===== src/rtl/hid_uart_arbiter.sv =====
// hid_uart_arbiter: packet-level round-robin arbiter sharing one UART byte transmitter among N report printers; ports clk, rst (sync active-high), req_valid/req_data/req_last/req_ready per requester, tx_valid/tx_data/tx_ready to the serializer, grant (one-hot owner), busy, abort; optional stall timeout under `HID_ARB_TIMEOUT_EN
module hid_uart_arbiter #(
  parameter int N = 3,
  parameter int TIMEOUT = 255
) (
  input  logic           clk,
  input  logic           rst,
  input  logic [N-1:0]   req_valid,
  input  logic [8*N-1:0] req_data,
  input  logic [N-1:0]   req_last,
  output logic [N-1:0]   req_ready,
  output logic           tx_valid,
  output logic [7:0]     tx_data,
  input  logic           tx_ready,
  output logic [N-1:0]   grant,
  output logic           busy,
  output logic           abort
);
  localparam int IW = N > 1 ? $clog2(N) : 1;
  typedef enum logic {IDLE, BUSY} state_t;
  state_t state_q, state_d;
  logic [N-1:0] grant_q, grant_d;
  logic [IW-1:0] last_idx_q, last_idx_d, own_idx, sel_idx;
  logic [IW:0] j;
  logic sel_found, hs, hs_last;
  assign grant = grant_q;
  assign busy = state_q == BUSY;
  assign req_ready = grant_q & {N{tx_ready}};
  assign tx_valid = |(grant_q & req_valid);
  assign hs = tx_valid & tx_ready;
  assign hs_last = |(grant_q & req_valid & req_last) & tx_ready;
  always_comb begin
    own_idx = '0;
    tx_data = '0;
    for (int i = 0; i < N; i++) begin
      own_idx = grant_q[i] ? IW'(i) : own_idx;
      tx_data = grant_q[i] ? req_data[8*i +: 8] : tx_data;
    end
  end
  always_comb begin
    sel_found = 1'b0;
    sel_idx = '0;
    j = '0;
    for (int k = 1; k <= N; k++) begin
      j = {1'b0, last_idx_q} + (IW+1)'(k);
      j = j >= (IW+1)'(N) ? j - (IW+1)'(N) : j;
      if (!sel_found && req_valid[j[IW-1:0]]) begin
        sel_found = 1'b1;
        sel_idx = j[IW-1:0];
      end
    end
  end
`ifdef HID_ARB_TIMEOUT_EN
  logic [15:0] stall_cnt_q, stall_cnt_d;
  logic abort_q, abort_d;
  assign abort = abort_q;
`else
  assign abort = 1'b0;
`endif
  always_comb begin
    state_d = state_q;
    grant_d = grant_q;
    last_idx_d = last_idx_q;
`ifdef HID_ARB_TIMEOUT_EN
    stall_cnt_d = stall_cnt_q;
    abort_d = 1'b0;
`endif
    if (state_q == IDLE) begin
      state_d = sel_found ? BUSY : IDLE;
      grant_d = sel_found ? N'(1) << sel_idx : '0;
`ifdef HID_ARB_TIMEOUT_EN
      stall_cnt_d = '0;
`endif
    end else if (hs_last) begin
      state_d = IDLE;
      grant_d = '0;
      last_idx_d = own_idx;
`ifdef HID_ARB_TIMEOUT_EN
    end else if (!hs && stall_cnt_q == 16'(TIMEOUT)) begin
      state_d = IDLE;
      grant_d = '0;
      last_idx_d = own_idx;
      abort_d = 1'b1;
    end else begin
      stall_cnt_d = hs ? '0 : tx_valid ? stall_cnt_q : stall_cnt_q + 16'd1;
`endif
    end
  end
  always_ff @(posedge clk) begin
    if (rst) begin
      state_q <= IDLE;
      grant_q <= '0;
      last_idx_q <= IW'(N - 1);
`ifdef HID_ARB_TIMEOUT_EN
      stall_cnt_q <= '0;
      abort_q <= 1'b0;
`endif
    end else begin
      state_q <= state_d;
      grant_q <= grant_d;
      last_idx_q <= last_idx_d;
`ifdef HID_ARB_TIMEOUT_EN
      stall_cnt_q <= stall_cnt_d;
      abort_q <= abort_d;
`endif
    end
  end
endmodule


===== config.mk =====
export PLATFORM = sky130hd
export DESIGN_NAME = hid_uart_arbiter
export DESIGN_NICKNAME = d
export VERILOG_FILES = /design/src/rtl/hid_uart_arbiter.sv
export SDC_FILE = /design/constraint.sdc
export NUM_CORES = 1
export LEC_CHECK = 0
export ABC_AREA = 1
export CORE_UTILIZATION = 34
export DETAILED_ROUTE_END_ITERATION = 6
export GPL_TIMING_DRIVEN = 0
export PLACE_DENSITY = 0.79
export SLEW_MARGIN = 5
export SYNTH_ARGS = -nofsm -noshare
export SYNTH_HDL_FRONTEND = slang
export SYNTH_SLANG_ARGS = --single-unit

===== constraint.sdc =====
create_clock -name clk -period 2.3 [get_ports clk]
set_input_delay 0.345 -clock clk [delete_from_list [all_inputs] [get_ports clk]]
set_output_delay 0.345 -clock clk [all_outputs]
set_load 0.01 [all_outputs]

==> reports/qor.yml <==
yosys:
  synth_xor_area_share_pct: 0
  syn-num-nets: 161
  synth.avg_cell_area_um2: 5.58
  yosysWarningCount: 0
  synth_simple_gate_area_share_pct: 41.8
  synth_top_family_by_area: "simple AND/OR/NAND/NOR gates"
  ys_ff_latch: 6
  synth_cells: 125
  synth_fa_ha_area_share_pct: 5.39
  synth_compound_area_share_pct: 21.5
  syn_area_um2: 697
  synthMuxAreaShare_pct: 0
  synthTopCellsByArea: "nand2_1 23%, dfxtp_1 17%, inv_1 9.2%"
  yosysTopAreaCellShare_pct: 23.2
  ys_seq_area_share_pct: 17.2
  synth.distinct_cells: 21
  synth_top_area_cell: "nand2_1"
cells_and_area:
  drive_above_1_share_pct: 8.00
  diodes: 0
  layout_commonest_cell: "clkdlybuf4s50_1"
  regArea_um2: 120
  fin_nets: 213
  multi_input_area_um2: 490
  area_growth_syn_to_layout_pct: 77.9
  fill_cells: 181
  mostFrequentLayoutCells: "48 x clkdlybuf4s50_1, 43 x nand2_1, 17 x inv_1"
die:
  die_h_um: 47.3
  die_area_um2: 2230
  num_rows: 16
  core-area_um2: 1940
  die_x_um: 47.3
  io_pins: 50
  start_util_pct: 35.9
timing:
  max_freq_mhz: 467
  report.final.setup_viol: 0
  fin_skew_ns: 0.000922
  hold_violations: 0
  drv_slew: 0
  period_needed_ns: 2.14
  fin_setup_tns_ns: 0
  rsz0062_at_grt: "no"
  period_share_pct: 93.1
route:
  vias: 937
  first_pass_iters: 4
  routed_wl_um: 2180
  drt_iter0_drc: 23
  wl_per_cell_um: 10.8
  avgViaCountPerCell: 4.64
  ant_nets: 0
  remaining_drc_errors: 0
setup_path:
  critPathCaptureType: "output port"
  arrival_ns: 1.80
  cp_cell_sequence: "clkbuf_2, nand2_1, o21ai_0, clkdlybuf4s50_1"
  start_kind: "register"
  cp.required_ns: 1.96
  critPathMaxFanout: 12
  cpMaxStageDelayCell: "clkdlybuf4s50_1"
  worstSetupPathType: "reg2out"
  critPathMaxStageDelay_ns: 0.57
power_and_ir_drop:
  finalPower_w: 0.000457
  ir_drop_mv: 0.369
  power.density_nw_per_um2: 368
  cellLeakagePower_nw: 0.579
clock_network:
  clk_latency_ns: 0.24
  hold_buffers: 0
  cts.path.max_buffers: 2
  cts.htree.levels: 1
  clkTransAtPathRegs_ns: 0.04
  cts_buffers: 3
  clock-sinks: 6
  cts-root-buf: "clkbuf_4"
  cts_setup_buffers: 0
  cts_tree: "done"
flow_run:
  maxCapViolations: 0
place:
  gp_congestion: 0.885
  io_buffers: 48
  hpwl_um: 1800
global_routing:
  antenna_found_initial: 0
  grt_start_max_net_pins: 11
  grtUsageTotal_pct: 20.3
  grt_pass1_vias: 796
  overflow: 0
  grt_pass1_wl_um: 3330
run_status:
  status: "complete, no violations"
min_path:
  min_path_type: "reg2reg"
-- cell type report --
type	count	share of cell area, %
inverter	18	5.45
clock buffer	3	1.82
multi-input combinational	96	39.6
sequential	6	9.69
tap	27	2.72
buffer	4	2.02
timing repair buffer	48	38.7
-- flip-flops by register name, summed over array words and instances (netlist names) --
signal / count
last_idx_q: 2
busy: 1
grant: 3
-- worst max-delay path: cells and delay by family (launching register included) --
family,cells,cell delay [ns]
buffers and inverters,2,0.87
flip-flops,1,0.54
AO/OA/AOI/OAI,1,0.08
AND/OR/NAND/NOR,1,0.07
-- power breakdown --
group           total, W  leakage (nW)  switching, W  internal [W]
clock          0.0000921        0.0138     0.0000334     0.0000587
combinational   0.000241         0.516      0.000105      0.000137
sequential      0.000123        0.0492     0.0000110      0.000112
-- synthesized netlist by cell type --
cell	instances
nand2_1	43
inv_1	17
nand3_1	9
nor2_1	8
o21ai_0	8
a22oi_1	7
dfxtp_1	6
a21oi_1	5
clkbuf_1	3
ha_1	3
buf_4	2
nand2_2	2
nand3_2	2
nand4_1	2
o21ai_1	2
a31oi_1	1
conb_1	1
inv_2	1
nor3_2	1
o211ai_1	1
o221ai_1	1
-- kinds of logic after synthesis --
logic type / count (synthesis)
simple gates: 67
compound gates: 25
fa+ha+maj: 3
buf+inv: 23
flops: 6
other cells: 1
-- metrics by stage --
stage,hold slack [ns],instances,utilization [%],area (µm²),worst slack (ns)
finish,0.521,202,63.9,1240,0.158
global route,0.567,202,63.9,1240,0.00903
CTS,0.522,203,63.7,1240,0.000530
detailed placement,0.508,200,62.4,1210,0.142
global placement,0.509,200,62.4,1210,0.138
floorplan,0.414,125,-,697,0.678
-- worst paths after layout --
check	startpoint	endpoint	slack [ns]	cells after the start
max	grant[2]	tx_data[7]	0.16	4
min	busy	busy	0.52	2
max reg2reg	last_idx_q[0]	grant[0]	0.39	11
min reg2reg	busy	busy	0.52	2
-- routing by layer --
metal	GRT usage [%]	vias to the layer above	share of wire, %	wire length, µm
li1	-	505	-	-
met5	0	-	0	0
met2	33.2	23	49	1070
met4	1.71	0	0	0
met1	28.1	409	47	1020
met3	4.62	0	4.0	88
-- what timing repair did --
| item | 4_1_cts | 5_1_grt |
|---|---|---|
| gates resized for setup | 2 | 3 |
| gates cloned | 0 | 0 |
| pin swaps | 0 | 0 |
| setup endpoints to repair | 9 | 10 |
Note: power is estimated with default switching activity, not from simulation.
